[src/rtl/stdp_scheduler.sv]
// Pair-based STDP scheduler for one synapse.
// Tracks cycles since the last pre/post spike, classifies each pairing as
// potentiation or depression, and applies a saturating, decaying update.
module stdp_scheduler #(
  parameter int unsigned W_WIDTH   = 8,
  parameter int unsigned T_WIDTH   = 4,
  parameter int unsigned WINDOW    = 15,
  parameter int unsigned A_PLUS    = 16,
  parameter int unsigned A_MINUS   = 16,
  parameter int unsigned TAU_SHIFT = 2,
  parameter int unsigned W_INIT    = 64,
  parameter int unsigned W_MAX     = 255
) (
  input  logic               clk,
  input  logic               rst,
  input  logic               en,
  input  logic               pre_spike,
  input  logic               post_spike,
  input  logic               wload,
  input  logic [W_WIDTH-1:0] wdata,
  output logic [W_WIDTH-1:0] weight,
  output logic               upd_valid,
  output logic               upd_ltp,
  output logic [T_WIDTH-1:0] dt,
  output logic               busy
);

  localparam logic [T_WIDTH-1:0] WIN    = T_WIDTH'(WINDOW);
  localparam logic [W_WIDTH-1:0] A_P    = W_WIDTH'(A_PLUS);
  localparam logic [W_WIDTH-1:0] A_M    = W_WIDTH'(A_MINUS);
  localparam logic [W_WIDTH-1:0] W_RST  = W_WIDTH'(W_INIT);
  localparam logic [W_WIDTH:0]   W_TOP  = (W_WIDTH+1)'(W_MAX);

  typedef enum logic [1:0] {IDLE, CALC, APPLY} state_t;

  state_t              state_q, state_d;
  logic [T_WIDTH-1:0]  t_pre_q, t_pre_d;
  logic [T_WIDTH-1:0]  t_post_q, t_post_d;
  logic [T_WIDTH-1:0]  dt_q, dt_d;
  logic                ltp_q, ltp_d;
  logic [W_WIDTH-1:0]  delta_q, delta_d;
  logic [W_WIDTH-1:0]  weight_q, weight_d;
  logic                upd_valid_q, upd_valid_d;
  logic                upd_ltp_q, upd_ltp_d;
  logic [31:0]         shift_w;
  logic [W_WIDTH:0]    sum_w;
  logic [W_WIDTH:0]    diff_w;

  // Spike timers: reload on spike, otherwise count up and hold at the window edge
  always_comb begin
    t_pre_d  = pre_spike  ? '0 : ((t_pre_q  == WIN) ? t_pre_q  : t_pre_q  + 1'b1);
    t_post_d = post_spike ? '0 : ((t_post_q == WIN) ? t_post_q : t_post_q + 1'b1);
  end

  // Next-state, delta and weight computation for the three-step update sequence
  always_comb begin
    state_d     = state_q;
    dt_d        = dt_q;
    ltp_d       = ltp_q;
    delta_d     = delta_q;
    weight_d    = weight_q;
    upd_valid_d = 1'b0;
    upd_ltp_d   = upd_ltp_q;
    shift_w     = 32'(dt_q >> TAU_SHIFT);
    sum_w       = {1'b0, weight_q} + {1'b0, delta_q};
    diff_w      = {1'b0, weight_q} - {1'b0, delta_q};
    case (state_q)
      IDLE: begin
        if (en && post_spike && !pre_spike && (t_pre_q < WIN)) begin
          dt_d    = t_pre_q + 1'b1;
          ltp_d   = 1'b1;
          state_d = CALC;
        end else if (en && pre_spike && !post_spike && (t_post_q < WIN)) begin
          dt_d    = t_post_q + 1'b1;
          ltp_d   = 1'b0;
          state_d = CALC;
        end
      end
      CALC: begin
        if (shift_w >= W_WIDTH) delta_d = '0;
        else                    delta_d = (ltp_q ? A_P : A_M) >> shift_w;
        state_d = APPLY;
      end
      APPLY: begin
        if (!wload) begin
          if (ltp_q) weight_d = (sum_w > W_TOP) ? W_TOP[W_WIDTH-1:0] : sum_w[W_WIDTH-1:0];
          else       weight_d = diff_w[W_WIDTH] ? '0 : diff_w[W_WIDTH-1:0];
          upd_valid_d = 1'b1;
          upd_ltp_d   = ltp_q;
        end
        state_d = IDLE;
      end
      default: state_d = IDLE;
    endcase
    // Configuration load overrides any STDP update in the same cycle
    if (wload) weight_d = wdata;
  end

  // State and datapath registers
  always_ff @(posedge clk or posedge rst) begin
    if (rst) begin
      state_q     <= IDLE;
      t_pre_q     <= WIN;
      t_post_q    <= WIN;
      dt_q        <= '0;
      ltp_q       <= 1'b0;
      delta_q     <= '0;
      weight_q    <= W_RST;
      upd_valid_q <= 1'b0;
      upd_ltp_q   <= 1'b0;
    end else begin
      state_q     <= state_d;
      t_pre_q     <= t_pre_d;
      t_post_q    <= t_post_d;
      dt_q        <= dt_d;
      ltp_q       <= ltp_d;
      delta_q     <= delta_d;
      weight_q    <= weight_d;
      upd_valid_q <= upd_valid_d;
      upd_ltp_q   <= upd_ltp_d;
    end
  end

  assign weight    = weight_q;
  assign upd_valid = upd_valid_q;
  assign upd_ltp   = upd_ltp_q;
  assign dt        = dt_q;
  assign busy      = (state_q != IDLE);

endmodule

[config.mk]
export PLATFORM = sky130hd
export DESIGN_NAME = stdp_scheduler
export DESIGN_NICKNAME = d
export VERILOG_FILES = /design/src/rtl/stdp_scheduler.sv
export SDC_FILE = /design/constraint.sdc
export NUM_CORES = 1
export LEC_CHECK = 0
export CORE_ASPECT_RATIO = 0.7
export CORE_MARGIN = 3
export CORE_UTILIZATION = 30
export CTS_BUF_LIST = sky130_fd_sc_hd__clkbuf_8 sky130_fd_sc_hd__clkbuf_16
export DETAILED_ROUTE_END_ITERATION = 10
export HOLD_SLACK_MARGIN = 0.08
export SLEW_MARGIN = 20
export SYNTH_ARGS = -nofsm -noshare
export SYNTH_HDL_FRONTEND = slang
export SYNTH_SLANG_ARGS = --single-unit
[constraint.sdc]
create_clock -name clk -period 5.55 [get_ports clk]
set_input_delay 1.11 -clock clk [delete_from_list [all_inputs] [get_ports clk]]
set_output_delay 1.11 -clock clk [all_outputs]
set_load 0.02 [all_outputs]
After elaboration in Yosys (flattened, before gate mapping)

Cells that the tools add are included.

Register bits: 33
Bits in latches: 0
Memory bits (writable): 0
Memory bits (read-only): 0
Input port bits: 14
Output and inout port bits: 15
Word-level logic and storage cells: 59
Memories: 0

$add $sub $neg: 4
Multiply operators: 0
Div/mod/pow operators: 0
Order comparisons: 4
Equality and inequality tests: 7
Shift-type cells: 1
Multiplexer cells: 19
Bitwise gates (word level): 1
Reductions and logical operators: 14

Operators by type and width:

| kind                                                                             | count |
|---|---|
| 8-bit 2-to-1 mux                                                                 | 6 |
| 4-bit 2-to-1 mux                                                                 | 6 |
| 8-bit by 8-bit adder with 9-bit output                                           | 1 |
| 9-bit by 8-bit greater-than comparator with 1-bit output (second input constant) | 1 |
| 8-bit by 8-bit subtractor with 9-bit output                                      | 1 |
| 4-bit by 1-bit adder with 4-bit output (second input constant)                   | 2 |
| 4-bit == test (second input constant)                                            | 2 |
| 4-bit < comparator (second input constant)                                       | 2 |
| 5-bit by 2-bit right shift with 8-bit output (first input constant)              | 1 |
| 1-bit logical AND                                                                | 6 |
| 2-bit nonzero test                                                               | 3 |
| 2-bit by 4-bit >= comparator with 1-bit output (second input constant)           | 1 |
| 1-bit 2-to-1 mux                                                                 | 4 |
| 2-bit 2-to-1 mux                                                                 | 2 |
| 2-bit != test (second input constant)                                            | 2 |
| 2-bit one-hot mux with 2 select lines                                            | 1 |
| 2-bit AND reduction                                                              | 2 |
| 3-bit != test (second input constant)                                            | 1 |
| 2-bit by 1-bit == test with 1-bit output (second input constant)                 | 1 |
| 2-bit == test (second input constant)                                            | 1 |
| 1-bit zero test                                                                  | 2 |
| 2-bit zero test                                                                  | 1 |
| 1-bit NOT                                                                        | 1 |

Logic depth before layout (Yosys ltp)

Gate-level depths: netlist of the first run.

Depth in word-level cells: 6
Mapped depth: 8
Gate-level depth less buffers: 7

Least setup slack after synthesis of the first run

No wires, ideal clock.

Path type: input -> register
Start: input pre_spike
End: register dt_q[0], in the netlist dt[0]
Library setup time: 0.125 ns
Arrival: 2.200 ns
Data required time: 5.425 ns
Setup slack: 3.226 ns
Stages on the path: 4
Buffers on the path: 0
Cell sequence: and2b_1 a22oi_1 nor3b_2 mux2_2

Longest elaborated chain between the ends: 5
Elaborated cells on any way between the ends: 9
Classes of those cells: 1 x mux; 8 x reduce/logical

Ends and longest elaborated chain:

| what                                                     | line   | RTL |
|---|---|---|
| start, declared                                          | 17     | `input logic pre_spike,` |
| 1-bit zero test or 1-bit logical AND (tied branches)     | 69, 73 |  |
| 1-bit logical AND, on equally long branches (2 in a row) | 69, 73 |  |
| 2-bit nonzero test (no source line)                      | n/a    |  |
| 2-bit AND reduction (no source line)                     | n/a    |  |
| end signal, assigned                                     | 115    | `dt_q <= dt_d;` |
| end, declared                                            | 39     | `logic [T_WIDTH-1:0] dt_q, dt_d;` |

Parallel ways exist; a longest one is shown, timed or not.
A chain may end at the register's enable or synchronous reset.

Final worst setup path of the first run

Ends and elaborated chain as after synthesis.

==> results.py, run 1 <==
metrics = {
    "status": {
        "run_status": "complete, no violations",
    },
    "drt": {
        "wl_per_cell_um": 15.3,
        "wl_met3_um": 341,
        "drt_iter0_drc": 83,
        "drc_errors": 0,
        "ant_nets": 0,
        "wl_met1_mm": 2.70,
        "drt_first_pass_iters": 4,
        "routed_wirelength_mm": 4.80,
        "vias": 1644,
        "vias_per_cell": 5.25,
        "highest_layer": "met4",
        "wl_met2_mm": 1.72,
    },
    "grt": {
        "grt_first_pass_wirelength_mm": 8.00,
        "grt_usage_pct": 13.9,
        "antenna_found_initial": 0,
        "grt_max_degree": 30,
        "first_global_vias": 1539,
        "overflow": 0,
    },
    "sta": {
        "drv_slew": 0,
        "setup_viol": 0,
        "maxSlewHeadroom_pct": 60.3,
        "worst_slew_pin_slew_ps": 589,
        "fin_tns_setup_ps": 0,
        "clock.fmax_mhz": 363,
        "fin_crit_sh_pct": 49.7,
        "min_period_ps": 2760,
        "rsz0062_at_grt": "no",
        "hold_viol_final": 0,
        "fin_worst_skew_ps": 3.48,
    },
    "cts": {
        "post_cts_buffers": 0,
        "cts_root_buffer": "clkbuf_8",
        "clock_latency_ps": 280,
        "clk_pin_slew_ps": 60,
        "ctsHoldBuffers": 0,
        "numCtsBuffers": 5,
        "cts_tree": "done",
        "cts_resized": 0,
        "clockBufferDepth": 2,
        "cts.sinks": 29,
        "htree_levels": 2,
    },
    "floorplan": {
        "fp.dieW_um": 101,
        "coreArea_um2": 5930,
        "dieHeight_um": 72.6,
        "ios": 29,
        "start_util_pct": 32.0,
        "dieArea_um2": 7340,
        "placementRows": 23,
    },
    "power": {
        "power_switching_share_pct": 38.3,
        "cellLeakagePower_nw": 0.969,
        "p_sw_mw": 0.295,
        "p_comb_share_pct": 41.2,
        "pwr_density_cell_nw_per_um2": 330,
        "seq_power_share_pct": 37.5,
        "clkPwrFrac_pct": 21.4,
        "cell_internal_pwr_mw": 0.474,
        "ir_drop_uv": 110,
    },
    "layout": {
        "instances_no_fill": 313,
        "fillers": 599,
        "syn2layout_area_growth_pct": 22.6,
        "nets": 263,
        "fin_util_pct": 39.3,
        "layout-drive-gt1-share_pct": 12.2,
        "antenna_cells": 0,
    },
    "placement": {
        "gp_congestion": 0.788,
        "place_hpwl_mm": 3.67,
        "placed_cells": 305,
        "io_buffers": 28,
    },
    "synthesis": {
        "ys_seq_elements": 29,
        "netlist_area_um2": 1900,
        "yosysWarnings": 0,
        "async_reset_ff_share_pct": 100,
        "netlist_instances": 206,
        "synthFlopType": "dfrtp_1",
        "ys_types": 51,
        "syn_avg_cell_area_um2": 9.22,
        "yosysSeqAreaShare_pct": 38.8,
        "syn-num-nets": 232,
        "synth_edf_count": 0,
    },
    "worst_setup_path": {
        "cp.required_ps": 5710,
        "end_kind": "flip-flop",
        "startpoint_type": "input port",
        "critPathArrivalTime_ps": 2920,
        "cp_max_fo": 9,
        "criticalPathCategory": "input port to flip-flop",
        "rrSetupSlack_ps": 3190,
    },
    "min_path": {
        "hp-class": "flip-flop to flip-flop",
    },
    "job": {
        "drv_cap": 0,
    },
}
-- state kept, by name, summed over array words and instances, names as in the netlist --
signal and flops:
t_post_q 4, dt 4, upd_ltp 1, delta_q 4
t_pre_q 4, ltp_q 1, weight 8, state_q 2
upd_valid 1
-- Yosys cell counts, types with 2 or more instances --
cell | n | area (um2)
xnor2_1 | 5 | 43.8
nand2b_1 | 7 | 43.8
or2_2 | 2 | 12.5
nor2_1 | 21 | 78.8
a311oi_1 | 2 | 17.5
o21ai_0 | 10 | 50.1
o31ai_1 | 5 | 37.5
mux2_2 | 2 | 22.5
ha_1 | 11 | 138
nor3_1 | 4 | 20.0
nand3_1 | 11 | 55.1
xor2_1 | 3 | 26.3
or3_1 | 5 | 31.3
dfrtp_1 | 20 | 500
o211ai_1 | 2 | 15.0
a31oi_1 | 2 | 12.5
buf_6 | 2 | 22.5
o21a_1 | 3 | 22.5
nand2_1 | 18 | 67.6
mux2i_1 | 6 | 60.1
clkbuf_1 | 2 | 7.51
a21oi_1 | 10 | 50.1
o311ai_0 | 3 | 26.3
nor2b_1 | 3 | 18.8
dfstp_2 | 9 | 236
inv_1 | 13 | 48.8
-- per-stage QoR --
stage | power [mW] | hold slack, ps | instance area, um2 | setup WS (ps)
floorplan | 0.503 | 475 | 1900 | 3230
global placement | 0.603 | 498 | 2250 | 2550
detailed placement | 0.606 | 486 | 2250 | 2500
CTS | 0.774 | 501 | 2330 | 2800
global route | 0.829 | 530 | 2330 | 2600
finish | 0.769 | 487 | 2330 | 2790
-- final timing paths --
path,end,cells after the start,from
max in group asynchronous,t_post_q[3],3,rst
min reg2reg,upd_ltp,2,upd_ltp
max,dt[0],5,pre_spike
max reg2reg,weight[2],7,delta_q[2]
min in group asynchronous,upd_ltp,3,rst
min,upd_ltp,2,upd_ltp
-- final cells by class --
| cell class | instances | area, um2 | area share [%] |
|---|---|---|---|
| well taps | 75 | 93.8 | 4.03 |
| inverters | 13 | 48.8 | 2.10 |
| multi-input cells | 159 | 1080 | 46.3 |
| clock buffers | 5 | 68.8 | 2.96 |
| clock inverters | 3 | 13.8 | 0.591 |
| flip-flops and latches | 29 | 737 | 31.6 |
| repair buffers | 29 | 288 | 12.4 |
-- power by group through the flow --
stage          Sequential [mW]  Combinational (mW)  Clock, mW
2_1_floorplan            0.297               0.206          0
3_3_place_gp             0.291               0.312          0
3_5_place_dp             0.291               0.314          0
4_1_cts                  0.289               0.316      0.169
5_1_grt                  0.295               0.352      0.182
6_report                 0.288               0.317      0.164
-- kinds of logic after synthesis --
kind of cell	Yosys count	synth area share (%)
DFF	29	38.8
muxes	8	4.35
xor gates and xnor gates	8	3.69
AOI/OAI and AO/OA	52	19.6
buffers and inverters	18	4.41
adders and majority gates	12	8.30
and+or+nand+nor	79	20.9
-- worst max-delay path: stages --
cell             delay (ps)
clkdlybuf4s50_1         500
and2b_1                 310
a22oi_1                 110
nor3b_2                 490
mux2_2                  390
-- metal layers --
metal	vias to the layer above	global-route usage [%]
met4	0	3.69
met1	785	23.4
met3	4	3.44
li1	804	-
met5	-	0
met2	51	16.7
-- cells in the final DEF, fill, tap and decap left out, types with 4 or more instances in the layout --
cell	count
a21oi_1	10
o31ai_1	5
dfrtp_1	20
or3_1	5
clkbuf_8	5
nand2_1	18
nand2b_1	7
ha_1	11
dfstp_2	9
nand3_1	11
nor2_1	21
mux2i_1	6
clkdlybuf4s50_1	28
o21ai_0	10
xnor2_1	5
nor3_1	4
inv_1	14
No activity file was read; power rests on OpenSTA's default activity.
==> run 2: changes to the inputs <==
==> constraint.sdc (replaced) <==
create_clock -name clk -period 2.6 [get_ports clk]
set_input_delay 0.52 -clock clk [delete_from_list [all_inputs] [get_ports clk]]
set_output_delay 0.52 -clock clk [all_outputs]
set_load 0.02 [all_outputs]
==> run 2 against run 1 <==
- setup slack lost 2500 ps
- global-route usage increased by 0.14 points
- register-to-register slack worse by 2900 ps
- clock power rose to 2.5 times the previous value
- combinational power up 110%
- die area unchanged
- first-iteration DRC count is 6.0% lower
- sequential share of layout area fell by 0.65 points
- critical path type is now flip-flop to flip-flop
- critical endpoint is now weight[6]
- highest routed layer unchanged
==> results.py, run 2 (synthesis gave the netlist of run 1 again) <==
metrics = {
    "grt": {
        "first_global_vias": 1514,
        "grt_max_degree": 30,
        "grt_first_pass_wirelength_mm": 7.89,
        "grt_usage_pct": 14.1,
        "antenna_found_initial": 0,
        "overflow": 0,
    },
    "layout": {
        "largest_register_ffs": 8,
        "syn2layout_area_growth_pct": 25.2,
        "antenna_cells": 0,
        "layout-drive-gt1-share_pct": 14.0,
        "final_common_cell": "clkdlybuf4s50_1",
        "layout_common_cells": "clkdlybuf4s50_1, nor2_1, dfrtp_1",
        "nets": 267,
    },
    "worst_setup_path": {
        "cp.required_ps": 2800,
        "rr_worst_depth": 7,
        "critPathArrivalTime_ps": 2510,
        "rr_startpoint": "delta_q[2]",
        "rrSetupSlack_ps": 290,
        "end_kind": "flip-flop",
        "startpoint_type": "flip-flop",
        "r2r_end": "weight[6]",
        "cp_max_fo": 5,
        "criticalPathCategory": "flip-flop to flip-flop",
    },
    "placement": {
        "place_hpwl_mm": 3.62,
        "gp_congestion": 0.851,
        "io_buffers": 28,
        "pre_cts_slack_ps": 266,
    },
    "sta": {
        "setup_slack_ps": 291,
        "worst_slew_pin_slew_ps": 526,
        "setup_viol": 0,
        "fin_crit_sh_pct": 88.8,
        "clock.fmax_mhz": 433,
        "hold_viol_final": 0,
        "min_period_ps": 2310,
        "fin_tns_setup_ps": 0,
        "rsz0062_at_grt": "no",
        "drv_slew": 0,
        "maxSlewHeadroom_pct": 64.5,
        "fin_worst_skew_ps": 4.59,
    },
    "drt": {
        "drt_iter0_drc": 78,
        "routed_wirelength_mm": 4.70,
        "vias": 1607,
        "wl_per_cell_um": 14.8,
        "vias_per_cell": 5.07,
        "ant_nets": 0,
        "drt_first_pass_iters": 4,
        "drc_errors": 0,
    },
    "min_path": {
        "min_to": "upd_ltp",
        "hold_depth": 2,
        "hp-class": "flip-flop to flip-flop",
        "min_from": "upd_ltp",
    },
    "job": {
        "drv_cap": 0,
    },
    "cts": {
        "cts_tree": "done",
        "htree_levels": 2,
        "post_cts_buffers": 0,
        "cts.sinks": 29,
        "clock_latency_ps": 280,
        "cts_resized": 0,
        "clockBufferDepth": 2,
        "cts_root_buffer": "clkbuf_8",
        "numCtsBuffers": 5,
        "ctsHoldBuffers": 0,
        "clk_pin_slew_ps": 60,
    },
    "floorplan": {
        "start_util_pct": 32.0,
        "dieHeight_um": 72.6,
        "fp.dieW_um": 101,
        "dieArea_um2": 7340,
        "ios": 29,
        "placementRows": 23,
        "coreArea_um2": 5930,
    },
    "power": {
        "pwr_density_cell_nw_per_um2": 716,
        "ir_drop_uv": 195,
        "cellLeakagePower_nw": 0.995,
    },
    "status": {
        "run_status": "complete, no violations",
    },
}
## run 2: critical path: stages, from the launching register on
cell and delay (ps):
dfrtp_1 430, inv_1 60, ha_1 330, or3b_1 430, a31oi_2 300, o21ai_0 160, mux2i_1 150, or3_1 360
## run 2: worst max-delay path by stage
stage | start | end | slack (ps) | depth (start not counted)
final | delta_q[2] | weight[6] | 290 | 7
after global routing | weight[3] | weight[1] | 150 | 6
after CTS | delta_q[2] | weight[6] | 300 | 7
after detailed placement | post_spike | dt[0] | 270 | 5
after global placement | delta_q[2] | weight[2] | 320 | 7
after floorplan | weight[2] | weight[6] | 390 | 6
## run 2: stage by stage
step	power, mW	utilization [%]	hold slack [ps]	cells	cell area (um2)
2_1_floorplan	1.07	-	475	206	1900
3_5_place_dp	1.29	38.4	483	309	2280
4_1_cts	1.71	40.1	498	317	2380
6_report	1.70	40.1	483	317	2380
5_1_grt	1.83	40.1	508	317	2380
3_3_place_gp	1.30	38.4	471	309	2280
## run 2: final cells by class
class	count	area, um2
fill	610	3550
multi-input combinational	159	1080
sequential	29	737
timing repair buffer	33	318
clock buffer	7	96.3
tap	75	93.8
inverter	13	48.8
clock inverter	1	5.00
## run 2: layer usage
metal	GRT usage [%]	up-vias	routed length, um
met5	0	-	0
met4	5.31	0	62
met3	3.63	4	328
met2	16.9	55	1630
met1	22.9	732	2670
li1	-	816	-
## run 2: power by group
group	internal, mW	leakage (nW)	switching (mW)
Combinational	0.309	0.597	0.369
Sequential	0.527	0.343	0.0861
Clock	0.239	0.0542	0.173
